[config.mk]
export PLATFORM = sky130hd
export DESIGN_NAME = lcd_char_receiver
export DESIGN_NICKNAME = d
export VERILOG_FILES = /design/src/rtl/lcd_char_receiver.sv
export SDC_FILE = /design/constraint.sdc
export NUM_CORES = 1
export LEC_CHECK = 0
export CAP_MARGIN = 20
export CORE_UTILIZATION = 56
export DETAILED_ROUTE_END_ITERATION = 7
export PLACE_DENSITY = 0.85
export SYNTH_ARGS = -nofsm -noshare
export SYNTH_HDL_FRONTEND = slang
export SYNTH_SLANG_ARGS = --single-unit
[constraint.sdc]
create_clock -name CLK -period 10.3 [get_ports CLK]
set_input_delay 2.06 -clock CLK [delete_from_list [all_inputs] [get_ports CLK]]
set_output_delay 2.06 -clock CLK [all_outputs]
set_load 0.1 [all_outputs]
[src/rtl/lcd_char_receiver.sv]
// lcd_char_receiver: passive listener on an HD44780-style 8-bit LCD write bus.
// Mirrors the controller's 2x16 character cells, cursor (DDRAM address) and
// display mode bits so the host can read back what the LCD is showing.
// Optional feature: define LCD_RX_INIT_CHECK_EN to require a valid function
// set (D[4]=1, D[3]=1) before any other transaction is accepted.
module lcd_char_receiver #(
    parameter int SYNC_STAGES = 2
) (
    input  logic       CLK,
    input  logic       RESETN,
    input  logic       LCD_E,
    input  logic       LCD_RS,
    input  logic       LCD_RW,
    input  logic [7:0] LCD_DATA,
    input  logic [4:0] RD_ADDR,
    input  logic       ERR_CLR,
    output logic [7:0] RD_DATA,
    output logic [6:0] CURSOR,
    output logic       DISP_ON,
    output logic       CURSOR_ON,
    output logic       BLINK_ON,
    output logic       INC_MODE,
    output logic       BUSY,
    output logic       WR_STROBE,
    output logic       PROTO_ERR
);

    typedef enum logic {ST_IDLE, ST_CLEAR} state_t;

    // Bus word layout: {E, RS, RW, DATA[7:0]}
    localparam int         BW        = 11;
    localparam logic [2:0] SUPP_LAST = 3'(SYNC_STAGES + 1);
    localparam logic [7:0] BLANK     = 8'h20;

    logic [BW-1:0] sync_q [SYNC_STAGES];
    logic [BW-1:0] sync_d [SYNC_STAGES];
    logic [BW-1:0] bus_s;
    logic [BW-1:0] prev_q, prev_d;
    logic [2:0]    supp_q, supp_d;
    logic          edge_det;
    logic          pend_q, pend_d;
    logic [9:0]    pend_bus_q, pend_bus_d;

    state_t        state_q, state_d;
    logic [4:0]    clr_idx_q, clr_idx_d;
    logic [6:0]    cursor_q, cursor_d;
    logic          disp_q, disp_d;
    logic          curs_on_q, curs_on_d;
    logic          blink_q, blink_d;
    logic          inc_q, inc_d;
    logic          err_q, err_d;
    logic          strobe_q, strobe_d;
    logic [7:0]    rd_data_q, rd_data_d;

    logic [7:0]    cell_q [32];
    logic [7:0]    cell_d [32];
    logic          wr_en;
    logic [4:0]    wr_addr;
    logic [7:0]    wr_data;
    logic          new_err;
    logic          init_blk;

`ifdef LCD_RX_INIT_CHECK_EN
    logic          init_q, init_d;
`endif

    logic          pend_rs, pend_rw;
    logic [7:0]    pend_dat;

    assign pend_rs  = pend_bus_q[9];
    assign pend_rw  = pend_bus_q[8];
    assign pend_dat = pend_bus_q[7:0];
    assign bus_s    = sync_q[SYNC_STAGES-1];

    // Next cursor value after a data write, with the two-line wrap points
    function automatic logic [6:0] cursor_step(input logic [6:0] c, input logic up);
        logic [6:0] r;
        if (up) begin
            if (c == 7'h27)      r = 7'h40;
            else if (c == 7'h67) r = 7'h00;
            else                 r = c + 7'd1;
        end else begin
            if (c == 7'h00)      r = 7'h67;
            else if (c == 7'h40) r = 7'h27;
            else                 r = c - 7'd1;
        end
        return r;
    endfunction

    // Synchronizer shift chain, edge detector and one-cycle transaction latch
    always_comb begin
        sync_d[0] = {LCD_E, LCD_RS, LCD_RW, LCD_DATA};
        for (int i = 1; i < SYNC_STAGES; i++) begin
            sync_d[i] = sync_q[i-1];
        end
        prev_d     = bus_s;
        supp_d     = (supp_q == SUPP_LAST) ? supp_q : supp_q + 3'd1;
        // prev_q holds the last cycle E was high, so its RS/RW/DATA are latched
        edge_det   = (supp_q == SUPP_LAST) && prev_q[10] && !bus_s[10];
        pend_d     = edge_det;
        pend_bus_d = edge_det ? prev_q[9:0] : pend_bus_q;
    end

    // Command decode, data write, clear sequencer and error tracking
    always_comb begin
        state_d   = state_q;
        clr_idx_d = clr_idx_q;
        cursor_d  = cursor_q;
        disp_d    = disp_q;
        curs_on_d = curs_on_q;
        blink_d   = blink_q;
        inc_d     = inc_q;
        err_d     = err_q;
        strobe_d  = 1'b0;
        wr_en     = 1'b0;
        wr_addr   = 5'd0;
        wr_data   = 8'h00;
        new_err   = 1'b0;
        init_blk  = 1'b0;
`ifdef LCD_RX_INIT_CHECK_EN
        init_d    = init_q;
        init_blk  = !init_q && !(!pend_rs && !pend_rw && pend_dat[7:5] == 3'b001);
`endif
        if (state_q == ST_CLEAR) begin
            wr_en     = 1'b1;
            wr_addr   = clr_idx_q;
            wr_data   = BLANK;
            clr_idx_d = clr_idx_q + 5'd1;
            if (clr_idx_q == 5'd31) begin
                state_d  = ST_IDLE;
                cursor_d = 7'h00;
                inc_d    = 1'b1;
            end
        end
        if (pend_q) begin
            if (state_q == ST_CLEAR || init_blk) begin
                new_err = 1'b1;
            end else if (!pend_rw) begin
                strobe_d = 1'b1;
                if (pend_rs) begin
                    // Only the visible 16 columns of each line are mirrored
                    if (cursor_q[6:4] == 3'b000) begin
                        wr_en   = 1'b1;
                        wr_addr = {1'b0, cursor_q[3:0]};
                        wr_data = pend_dat;
                    end else if (cursor_q[6:4] == 3'b100) begin
                        wr_en   = 1'b1;
                        wr_addr = {1'b1, cursor_q[3:0]};
                        wr_data = pend_dat;
                    end
                    cursor_d = cursor_step(cursor_q, inc_q);
                end else begin
                    casez (pend_dat)
                        8'b1???????: begin
                            if ((pend_dat[6:0] >= 7'h28 && pend_dat[6:0] <= 7'h3F) ||
                                pend_dat[6:0] >= 7'h68) begin
                                cursor_d = 7'h00;
                                new_err  = 1'b1;
                            end else begin
                                cursor_d = pend_dat[6:0];
                            end
                        end
                        8'b01??????: begin end
                        8'b001?????: begin
`ifdef LCD_RX_INIT_CHECK_EN
                            if (pend_dat[4] && pend_dat[3]) init_d = 1'b1;
`endif
                        end
                        8'b0001????: begin end
                        8'b00001???: begin
                            disp_d    = pend_dat[2];
                            curs_on_d = pend_dat[1];
                            blink_d   = pend_dat[0];
                        end
                        8'b000001??: inc_d = pend_dat[1];
                        8'b0000001?: cursor_d = 7'h00;
                        8'b00000001: begin
                            state_d   = ST_CLEAR;
                            clr_idx_d = 5'd0;
                        end
                        default: begin end
                    endcase
                end
            end
        end
        // A fresh error wins over a simultaneous clear request
        if (ERR_CLR) err_d = 1'b0;
        if (new_err) err_d = 1'b1;
    end

    // Single write port into the character cells, registered read
    always_comb begin
        cell_d = cell_q;
        if (wr_en) cell_d[wr_addr] = wr_data;
        rd_data_d = cell_q[RD_ADDR];
    end

    // State registers with asynchronous active-high reset
    always_ff @(posedge CLK or posedge RESETN) begin
        if (RESETN) begin
            for (int i = 0; i < SYNC_STAGES; i++) sync_q[i] <= '0;
            for (int i = 0; i < 32; i++) cell_q[i] <= BLANK;
            prev_q     <= '0;
            supp_q     <= 3'd0;
            pend_q     <= 1'b0;
            pend_bus_q <= '0;
            state_q    <= ST_IDLE;
            clr_idx_q  <= 5'd0;
            cursor_q   <= 7'h00;
            disp_q     <= 1'b0;
            curs_on_q  <= 1'b0;
            blink_q    <= 1'b0;
            inc_q      <= 1'b1;
            err_q      <= 1'b0;
            strobe_q   <= 1'b0;
            rd_data_q  <= 8'h00;
`ifdef LCD_RX_INIT_CHECK_EN
            init_q     <= 1'b0;
`endif
        end else begin
            for (int i = 0; i < SYNC_STAGES; i++) sync_q[i] <= sync_d[i];
            for (int i = 0; i < 32; i++) cell_q[i] <= cell_d[i];
            prev_q     <= prev_d;
            supp_q     <= supp_d;
            pend_q     <= pend_d;
            pend_bus_q <= pend_bus_d;
            state_q    <= state_d;
            clr_idx_q  <= clr_idx_d;
            cursor_q   <= cursor_d;
            disp_q     <= disp_d;
            curs_on_q  <= curs_on_d;
            blink_q    <= blink_d;
            inc_q      <= inc_d;
            err_q      <= err_d;
            strobe_q   <= strobe_d;
            rd_data_q  <= rd_data_d;
`ifdef LCD_RX_INIT_CHECK_EN
            init_q     <= init_d;
`endif
        end
    end

    assign RD_DATA   = rd_data_q;
    assign CURSOR    = cursor_q;
    assign DISP_ON   = disp_q;
    assign CURSOR_ON = curs_on_q;
    assign BLINK_ON  = blink_q;
    assign INC_MODE  = inc_q;
    assign BUSY      = (state_q == ST_CLEAR);
    assign WR_STROBE = strobe_q;
    assign PROTO_ERR = err_q;

endmodule
# Yosys cells after proc, flatten, opt, wreduce, memory -nomap -nowiden
# Cells that the tools add are included.
# classes
reduce_logical,10
add_sub_neg,4
eq_ne,10
bitwise,5
order_cmp,6
n_mux,71
# ops
cell,count
bitwise mux 256 bit,1
2-to-1 mux 7 bit,12
2-to-1 mux 8 bit,9
2-to-1 mux 5 bit,13
binary-select mux 8 bit (select 5 bit),1
demux 8 bit (select 5 bit),1
2-to-1 mux 1 bit,32
== test 7 bit (second input constant),2
one-hot mux 7 bit (2 select lines),1
greater-or-equal comparator 6 bit (second input constant),2
inverter 5 -> 6 bit,2
== test 8 x 1 -> 1 bit (second input constant),1
adder 7 x 1 -> 7 bit (second input constant),1
== test 7 x 1 -> 1 bit (second input constant),1
== test 7 x 6 -> 1 bit (second input constant),1
greater-or-equal comparator 7 x 6 -> 1 bit (second input constant),1
greater-or-equal comparator 7 bit (second input constant),1
<= comparator 7 x 6 -> 1 bit (second input constant),1
logical NOT 7 bit,1
subtractor 7 x 1 -> 7 bit (second input constant),1
== test 6 x 1 -> 1 bit (second input constant),1
less-than comparator 6 x 1 -> 1 bit (second input constant),1
2-to-1 mux 6 bit,1
adder 5 x 1 -> 5 bit (second input constant),1
12 further kinds,17
# word_totals
inputBits,19
elab_cells,154
regBits,330
out_inout_bits,22

# Logic depth before layout (Yosys ltp)
# Gate-level depths: netlist of the first run.
# logic_depth
depth_word,13
ltp_mapped,8
depth_no_buf,8

# Worst setup path before layout of the first run
# OpenSTA, ideal clock, no wires.
# synth_timing
path_kind,input to register
from,input port RD_ADDR[0]
to,register rd_data_q[0] (netlist: RD_DATA[0])
t_arrival_ns,3.803
setup_ns,0.125
n_path_buf,2
setup_slack_ns,6.373
cell_stages,5
required_time_ns,10.175
cell_sequence,buf_2 -> buf_2 -> mux4_2 -> mux4_2 -> mux2_2
# synth_between
elab_chain_len,4
# synth_rtl
element,line_no,source
"start, declared",15,"input logic [4:0] RD_ADDR,"
inverter 5 -> 6 bit (not written as such),195,rd_data_d = cell_q[RD_ADDR];
binary-select mux 8 bit (select 5 bit),195,
2-to-1 mux 8 bit (not written as such) (2 in series),195,
via rd_data_d[0],53,"logic [7:0] rd_data_q, rd_data_d;"
"end signal, assigned",236,rd_data_q <= rd_data_d;
"end, declared",53,
# The timed path passes the listed nets, and every way through them passes these cells. The select of a mux whose other input is x is not followed.
# A chain may end at the register's enable or synchronous reset.

# Worst setup path after layout of the first run
# layout_timing
from,register state_q (netlist: BUSY)
to,output port BUSY
# layout_lines
element,line_no,source
"start, declared",44,"state_t state_q, state_d;"
"start signal, assigned",227,state_q <= state_d;
"end, declared",23,"output logic BUSY,"
# No word-level cell between the ends.

==> results of run 1 <==
[through the flow]
step                area [µm²]  power (W)  cells  hold slack [ns]  util [%]
finish                   17000    0.00321   1380            0.343      64.7
global route             17000    0.00332   1380            0.356      64.7
global placement         15700    0.00194   1307            0.331      59.5
detailed placement       15700    0.00195   1307            0.335      59.5
floorplan                15200    0.00185   1001            0.331         -
CTS                      16800    0.00321   1371            0.347      63.9
[how the worst max path moves through the flow]
stage	from	endpoint	slack [ns]
final	BUSY	BUSY	5.49
after detailed placement	RD_ADDR[0]	RD_DATA[6]	5.53
after floorplan	RESETN	BLINK_ON	3.86
after global routing	BUSY	BUSY	5.44
after CTS	BUSY	BUSY	5.52
after global placement	RD_ADDR[0]	RD_DATA[6]	5.56
[final cells by class]
| type | instances | area, µm² |
|---|---|---|
| fillers | 1791 | 9310 |
| flip-flops and latches | 330 | 8300 |
| multi-input cells | 589 | 6480 |
| clock buffers | 51 | 997 |
| repair buffers | 54 | 646 |
| well taps | 335 | 419 |
| clock inverters | 13 | 161 |
| inverters | 8 | 33.8 |
[metal layers]
metal / up-vias / wire (µm)
li1: 3749 / -
met1: 4648 / 13800
met2: 342 / 16600
met3: 74 / 2120
met4: 0 / 1190
met5: - / 0
[worst register-to-register path, cell delays in order (launching register included)]
cell     delay [ns]
dfrtp_1        0.72
ha_1           0.41
nor2b_1        0.13
a31oi_1        0.19
and2_1         0.85
nand3_1        0.80
mux2_2         0.50
[where the power goes]
part,switching (W),total (W),internal [W]
Sequential,0.0000983,0.00145,0.00135
Combinational,0.000339,0.000500,0.000161
Clock,0.000508,0.00126,0.000753
Total,0.000945,0.00321,0.00226
[layout by cell type, fill, tap and decap left out, types with 11 or more instances in the layout]
cell type,instances
clkbuf_1,11
clkbuf_16,39
clkdlybuf4s50_1,37
dfrtp_1,297
dfstp_2,33
mux2_2,255
mux4_2,80
nand2_1,68
nand3_1,14
nor2_1,13
o21ai_0,15
[sequential cells by signal (all words and copies together) (netlist names)]
name	count
cell_q	256
bus_s	11
prev_q	11
sync_d	11
pend_bus_q	10
RD_DATA	8
CURSOR	7
clr_idx_q	5
supp_q	3
BLINK_ON	1
BUSY	1
CURSOR_ON	1
DISP_ON	1
INC_MODE	1
PROTO_ERR	1
WR_STROBE	1
pend_q	1
[logic make-up (layout without fill, tap and decap cells)]
group,Yosys count,count (layout),share of synthesized area (%)
compound gates,56,56,2.75
xor+xnor,7,7,0.404
fa+ha+maj,7,7,0.577
buf+inv,82,126,2.59
flops,330,330,54.7
mux,352,352,32.2
simple gates,167,167,6.74
==> results.py, run 1 <==
metrics = {
    "floorplan": {
        "core_mm2": 0.0264,
        "start_util_pct": 57.6,
        "io_pins": 41,
        "die_h_um": 167,
        "die_w_um": 167,
        "die-area_mm2": 0.0278,
        "placementRows": 59,
    },
    "clocking": {
        "clock-root-buffer": "clkbuf_16",
        "postCtsHoldBufs": 0,
        "clkSinkCount": 330,
        "cts_buffers": 35,
        "cts_tree": "done",
        "clock_path_buffers": 3,
        "clk_pin_slew_ns": 0.06,
        "clk_latency_ns": 0.52,
        "h-tree-depth": 2,
        "cts_resized": 0,
        "post_cts_buffers": 0,
    },
    "sta": {
        "max_freq_ghz": 0.208,
        "hold_viol_final": 0,
        "period_share_pct": 46.7,
        "grt_setup_unrepaired": "false",
        "tightest_slew_ns": 1.15,
        "setup_viol": 0,
        "max_slew_margin_pct": 22.6,
        "fin_worst_skew_ns": 0.0292,
        "fin_tns_setup_ns": 0,
        "drv_slew": 0,
        "fin_ws_ns": 5.49,
        "final.min_clock_period_ns": 4.81,
    },
    "logic_synthesis": {
        "synth_seq_area_share_pct": 54.7,
        "synthFlopType": "dfrtp_1",
        "synthTopCellsByArea": "dfrtp_1 (49%), mux2_2 (19%), mux4_2 (12%)",
        "avgSynthCellArea_um2": 15.2,
        "yosysWarnings": 0,
        "async_flop_share_pct": 100,
        "synth_edf_count": 0,
        "yosys.area.top_type": "dfrtp_1",
        "ys_seq_elements": 330,
        "yosysMostFrequentCell": "dfrtp_1",
        "synth_area_mm2": 0.0152,
        "yosysTopAreaCellShare_pct": 49.0,
        "synth_fp_nets": 1027,
        "synth_commonest_cells": "dfrtp_1 (297), mux2_2 (255), mux4_2 (80), nand2_1 (68), clkbuf_1 (35)",
        "syn-instance-count": 1001,
        "synth_cell_types": 66,
    },
    "worst_setup_path": {
        "crit_chain": "clkdlybuf4s50_1",
        "crit_type": "flop to output pin",
        "cp_slowest_cell": "clkdlybuf4s50_1",
        "critical-path-top-delay-family": "buffers and inverters",
        "crit_path_start_kind": "flop",
        "cp.depth": 1,
        "r2r-start": "BUSY",
        "ff2ff_path_depth": 6,
        "worst-path-max-fanout": 31,
        "timing.rr.end": "cell_q[156]",
        "cp.arrival_ns": 2.75,
        "worstSetupEndpointType": "output pin",
        "regToRegSetupSlack_ns": 6.55,
        "slowest_delay_ns": 1.29,
        "cp_num_buf_inv": 1,
        "worst_ep_required_time_ns": 8.24,
    },
    "min_path": {
        "hold_path_startpoint": "bus_s[4]",
        "hold_depth": 0,
        "hp-class": "flop to flop",
        "holdPathEnd": "prev_q[4]",
    },
    "status": {
        "violations": "design-rule violations",
        "outcome": "finished, violations left",
    },
    "detailed_routing": {
        "ant_nets": 0,
        "firstDrtPassIters": 7,
        "route.vias.total": 8813,
        "avgViaCountPerCell": 6.39,
        "drtIter0Drc": 873,
        "post-route-drc-count": 2,
        "routed_wl_um": 33700,
        "wl_per_cell_um": 24.4,
    },
    "global_route": {
        "grt_pass1_wl_um": 53600,
        "grt_max_degree": 177,
        "track_usage_pct": 25.1,
        "gr-usage-met2_pct": 41.0,
        "grt.met1_usage_pct": 34.0,
        "grt_pass1_vias": 9155,
        "overflow": 0,
        "busiest_layer": "met2",
        "grt_antenna_before_repair": 1,
        "use_met3_pct": 4.82,
    },
    "placed_design": {
        "post-place-ws_ns": 5.53,
        "dpl.hpwl_um": 20200,
        "finalWeightedCongestion": 0.841,
        "port_buffers": 40,
    },
    "layout": {
        "n_antenna_cell": 0,
        "syn2layout_area_growth_pct": 12.3,
        "finalNetCount": 1044,
        "layout-drive-gt1-share_pct": 45.3,
    },
    "pwr": {
        "leakage_nw": 7.94,
        "peakVddDrop_uv": 143,
        "powerDensity_mw_per_mm2": 188,
    },
    "flow_run": {
        "cap_viol_max_count": 0,
    },
}
Note: power is estimated with default switching activity, not from simulation.
==> inputs of run 2 (changes only) <==
==> constraint.sdc (replaced) <==
create_clock -name CLK -period 4.3 [get_ports CLK]
set_input_delay 0.86 -clock CLK [delete_from_list [all_inputs] [get_ports CLK]]
set_output_delay 0.86 -clock CLK [all_outputs]
set_load 0.1 [all_outputs]
==> run 2 against run 1 <==
  * The flow still finishes with violations (design-rule violations)
  * Register-to-register slack got worse by 5.8 ns
  * Combinational power rose by 140%
  * Worst hold slack got worse by 0.00079 ns
  * Total power rose by 150%
==> results.py, run 2 (synthesized netlist as in run 1, its figures left out) <==
metrics = {
    "status": {
        "outcome": "finished, violations left",
        "violations": "design-rule violations",
    },
    "global_route": {
        "gr-usage-met2_pct": 40.8,
        "grt_pass1_vias": 9273,
        "track_usage_pct": 24.9,
        "grt_pass1_wl_um": 52900,
        "grt_max_degree": 97,
        "use_met3_pct": 3.59,
        "overflow": 0,
        "busiest_layer": "met2",
        "grt.met1_usage_pct": 34.0,
        "grt_antenna_before_repair": 0,
    },
    "layout": {
        "seq_area_mm2": 0.00830,
        "layout-drive-gt1-share_pct": 45.7,
        "final_cell_mix": "dfrtp_1 (297), mux2_2 (255), mux4_2 (80)",
        "largest_reg_flops": 256,
        "top_register": "cell_q",
        "syn2layout_area_growth_pct": 12.8,
        "nFillCells": 1785,
        "multi_input_area_mm2": 0.00648,
        "post-route-util_pct": 64.9,
        "layoutNonFillerInstCount": 1384,
        "postLayoutCellArea_mm2": 0.0171,
        "finalNetCount": 1049,
        "n_antenna_cell": 0,
        "layout_commonest_cell": "dfrtp_1",
    },
    "placed_design": {
        "dpl.hpwl_um": 20700,
        "finalWeightedCongestion": 0.843,
        "post-place-ws_ns": 0.850,
        "placed_cells": 1319,
        "placed_cell_area_mm2": 0.0158,
        "port_buffers": 40,
    },
    "clocking": {
        "clock_path_buffers": 3,
        "cts_tree": "done",
        "cts_buffers": 35,
        "clk_pin_slew_ns": 0.06,
        "postCtsHoldBufs": 0,
        "clock-root-buffer": "clkbuf_16",
        "clkSinkCount": 330,
        "post_cts_buffers": 0,
        "clk_latency_ns": 0.51,
        "h-tree-depth": 2,
        "cts_resized": 0,
    },
    "pwr": {
        "power_w": 0.00787,
        "powerDensity_mw_per_mm2": 460,
        "leakage_nw": 7.99,
        "peakVddDrop_uv": 412,
    },
    "detailed_routing": {
        "avgViaCountPerCell": 6.39,
        "post-route-drc-count": 1,
        "wl_per_cell_um": 23.9,
        "ant_nets": 0,
        "drtIter0Drc": 737,
        "firstDrtPassIters": 8,
        "route.vias.total": 8839,
        "routed_wl_um": 33100,
    },
    "sta": {
        "fin_worst_skew_ns": 0.0186,
        "final.min_clock_period_ns": 3.59,
        "grt_setup_unrepaired": "false",
        "tightest_slew_ns": 1.16,
        "fin_ws_ns": 0.709,
        "max_freq_ghz": 0.278,
        "period_share_pct": 83.5,
        "hold_viol_final": 0,
        "max_slew_margin_pct": 22.4,
        "drv_slew": 0,
        "setup_viol": 0,
    },
    "floorplan": {
        "placementRows": 59,
        "start_util_pct": 57.6,
        "die-area_mm2": 0.0278,
        "die_h_um": 167,
        "die_w_um": 167,
        "core_mm2": 0.0264,
        "io_pins": 41,
    },
    "worst_setup_path": {
        "cp_slowest_cell": "clkdlybuf4s50_1",
        "crit_path_start_kind": "flop",
        "worst-path-max-fanout": 31,
        "worstSetupEndpointType": "output pin",
        "crit_chain": "clkdlybuf4s50_1",
        "critical-path-top-delay-family": "buffers and inverters",
        "cp_num_buf_inv": 1,
        "slowest_delay_ns": 1.32,
        "cp.arrival_ns": 2.73,
        "worst_ep_required_time_ns": 3.44,
        "crit_type": "flop to output pin",
    },
    "min_path": {
        "hp-class": "flop to flop",
    },
    "flow_run": {
        "cap_viol_max_count": 0,
    },
}
-- run 2: cell count changes in the layout (fill, tap and decap cells not counted), sizes merged --
cell	previous run	this run
clkinv	8	4
bufinv	3	5
clkinvlp	2	1
buf	14	21
clkdlybuf4s50	37	38
clkbuf	54	53
-- run 2: metrics by stage --
step / setup TNS, ns / hold slack (ns)
5_1_grt: 0 / 0.346
3_3_place_gp: 0 / 0.331
4_1_cts: 0 / 0.345
3_5_place_dp: 0 / 0.335
2_1_floorplan: -279.10 / 0.331
6_report: 0 / 0.343
-- run 2: power breakdown --
group,internal [W],total [W],switching [W]
combinational,0.000380,0.00120,0.000822
clock,0.00201,0.00321,0.00119
sequential,0.00323,0.00346,0.000227
total,0.00562,0.00787,0.00224
-- run 2: final timing paths --
check                          start     endpoint  slack (ns)  cells past startpoint
max                             BUSY         BUSY        0.71                      1
min                        sync_d[6]     bus_s[6]        0.34                      0
max reg2reg                     BUSY  cell_q[140]        0.75                      6
min reg2reg                sync_d[6]     bus_s[6]        0.34                      0
max in group asynchronous     RESETN  cell_q[229]        2.78                      3
min in group asynchronous     RESETN    cell_q[7]        0.69                      2
-- run 2: cell type report --
| class | instances | area share [%] |
|---|---|---|
| flip-flops and latches | 330 | 48.5 |
| multi-input cells | 589 | 37.9 |
| clock buffers | 53 | 6.23 |
| repair buffers | 59 | 3.70 |
| well taps | 335 | 2.45 |
| clock inverters | 10 | 1.05 |
| inverters | 8 | 0.197 |
-- run 2: routing by layer --
| layer | up-vias | share of wire [%] |
|---|---|---|
| met5 | - | 0 |
| li1 | 3774 | - |
| met1 | 4727 | 42 |
| met2 | 268 | 50 |
| met3 | 70 | 4.9 |
| met4 | 0 | 3.1 |
==> inputs of run 3 (changes only) <==
--- a/config.mk
+++ b/config.mk
@@ -6,9 +6,9 @@
 export NUM_CORES = 1
 export LEC_CHECK = 0
 export CAP_MARGIN = 20
-export CORE_UTILIZATION = 56
+export CORE_UTILIZATION = 60
 export DETAILED_ROUTE_END_ITERATION = 7
-export PLACE_DENSITY = 0.85
+export PLACE_DENSITY = 0.87
 export SYNTH_ARGS = -nofsm -noshare
 export SYNTH_HDL_FRONTEND = slang
 export SYNTH_SLANG_ARGS = --single-unit
==> constraint.sdc (replaced) <==
create_clock -name CLK -period 3.6 [get_ports CLK]
set_input_delay 0.72 -clock CLK [delete_from_list [all_inputs] [get_ports CLK]]
set_output_delay 0.72 -clock CLK [all_outputs]
set_load 0.1 [all_outputs]
==> run 3 against run 2 <==
  * The flow now finishes without violations
  * Clock-buffer cell count down 1
  * Combinational power rose by 21%
  * Cell count fell by 0.22%
  * First-iteration DRC count rose by 9.1%
  * Total power grew 20%
  * Final area is 0.12% higher
  * Worst setup slack lost 0.080 ns
  * Die area shrank 6.6%
  * Critical path depth grew 4
==> results.py, run 3 (synthesized netlist as in run 1, its figures left out) <==
metrics = {
    "sta": {
        "max_slew_margin_pct": 34.7,
        "fin_worst_skew_ns": 0.00852,
        "period_share_pct": 82.5,
        "fin_tns_setup_ns": 0,
        "setup_viol": 0,
        "final.min_clock_period_ns": 2.97,
        "drv_slew": 0,
        "tightest_slew_ns": 0.977,
        "fin_ws_ns": 0.629,
        "fin_hold_ws_ns": 0.343,
        "max_freq_ghz": 0.337,
        "grt_setup_unrepaired": "false",
        "hold_viol_final": 0,
    },
    "detailed_routing": {
        "routed_wl_um": 33800,
        "avgViaCountPerCell": 6.44,
        "drtIter0Drc": 804,
        "wl_per_cell_um": 24.5,
        "ant_nets": 0,
        "firstDrtPassIters": 5,
        "route.vias.total": 8898,
        "post-route-drc-count": 0,
    },
    "layout": {
        "layout_commonest_cell": "dfrtp_1",
        "multi_input_area_mm2": 0.00648,
        "finalNetCount": 1058,
        "nFillCells": 1575,
        "largest_reg_flops": 256,
        "syn2layout_area_growth_pct": 12.9,
        "n_antenna_cell": 0,
        "top_register": "cell_q",
        "final_cell_mix": "dfrtp_1 (297), mux2_2 (255), mux4_2 (80)",
        "postLayoutCellArea_mm2": 0.0171,
        "seq_area_mm2": 0.00830,
        "layout-drive-gt1-share_pct": 47.0,
    },
    "placed_design": {
        "finalWeightedCongestion": 0.850,
        "placed_cell_area_mm2": 0.0159,
        "dpl.hpwl_um": 20800,
        "post-place-ws_ns": 0.724,
        "port_buffers": 40,
    },
    "floorplan": {
        "die_w_um": 161,
        "die-area_mm2": 0.0259,
        "start_util_pct": 61.9,
        "io_pins": 41,
        "core_mm2": 0.0245,
        "placementRows": 57,
        "die_h_um": 161,
    },
    "global_route": {
        "overflow": 0,
        "use_met3_pct": 4.75,
        "grt_pass1_wl_um": 54600,
        "grt_max_degree": 75,
        "gr-usage-met2_pct": 45.9,
        "grt_antenna_before_repair": 0,
        "grt.met1_usage_pct": 37.4,
        "grt_pass1_vias": 9570,
        "track_usage_pct": 27.6,
        "busiest_layer": "met2",
    },
    "clocking": {
        "clk_latency_ns": 0.51,
        "cts_buffers": 35,
        "clkSinkCount": 330,
        "postCtsHoldBufs": 0,
        "h-tree-depth": 2,
        "cts_tree": "done",
        "clock-root-buffer": "clkbuf_16",
        "clock_path_buffers": 3,
        "post_cts_buffers": 0,
        "clk_pin_slew_ns": 0.06,
        "cts_resized": 0,
    },
    "worst_setup_path": {
        "timing.rr.end": "cell_q[239]",
        "worst_ep_required_time_ns": 3.98,
        "worst-path-max-fanout": 16,
        "crit_type": "flop to flop",
        "ff2ff_path_depth": 5,
        "regToRegSetupSlack_ns": 0.63,
        "crit_path_start_kind": "flop",
        "cp.arrival_ns": 3.35,
        "r2r-start": "pend_bus_q[9]",
        "startpoint": "pend_bus_q[9]",
        "worstSetupEndpointType": "flop",
    },
    "min_path": {
        "hold_path_startpoint": "bus_s[2]",
        "hp-class": "flop to flop",
        "holdPathEnd": "prev_q[2]",
        "hold_depth": 0,
    },
    "pwr": {
        "power_w": 0.00943,
        "leakage_nw": 8.04,
        "peakVddDrop_uv": 554,
        "powerDensity_mw_per_mm2": 550,
    },
    "flow_run": {
        "cap_viol_max_count": 0,
    },
    "status": {
        "outcome": "complete, no violations",
    },
}
[run 3: changes by cell type in the layout (fill, tap and decap cells not counted)]
cell,previous run,this run
buf_12,5,7
buf_16,1,0
buf_4,12,31
buf_8,2,0
clkbuf_1,8,7
clkdlybuf4s50_1,38,29
clkinv_2,4,3
clkinv_4,0,1
clkinvlp_4,1,2
inv_6,1,0
[run 3: worst max-delay path, cell delays in order (launching register included)]
cell and delay [ns]:
dfrtp_1 0.66, nor4b_4 0.30, mux2i_1 0.25, nand2_1 0.41, or3_1 0.79, mux2_1 0.44
[run 3: metal layers]
| layer | vias up | routed length, µm |
|---|---|---|
| met5 | - | 0 |
| met4 | 0 | 895 |
| met3 | 60 | 1840 |
| met2 | 283 | 17200 |
| met1 | 4779 | 13900 |
| li1 | 3776 | - |
[run 3: how the worst max path moves through the flow]
stage	endpoint	slack, ns	cells after the start
4_1_cts	cell_q[239]	0.66	5
2_1_floorplan	BLINK_ON	-1.50	1
3_5_place_dp	cell_q[239]	0.72	5
6_report	cell_q[239]	0.63	5
3_3_place_gp	cell_q[252]	0.78	6
5_1_grt	cell_q[249]	0.53	6
[run 3: area by class of cell]
cell class,instances,share of cell area [%]
clock buffers,52,6.20
flip-flops and latches,330,48.4
repair buffers,68,3.90
multi-input cells,589,37.8
well taps,324,2.37
clock inverters,10,1.06
inverters,8,0.197
[run 3: power breakdown]
part	total (W)	switching (W)	internal, W
registers	0.00414	0.000277	0.00386
logic	0.00145	0.000990	0.000457
clock network	0.00385	0.00145	0.00240
total	0.00943	0.00271	0.00672
[run 3: metrics by stage]
| step | cells | utilization (%) |
|---|---|---|
| 6_report | 1381 | 69.8 |
| 5_1_grt | 1381 | 69.8 |
| 4_1_cts | 1381 | 69.8 |
| 3_5_place_dp | 1319 | 64.8 |
| 3_3_place_gp | 1319 | 64.8 |
| 2_1_floorplan | 1001 | - |
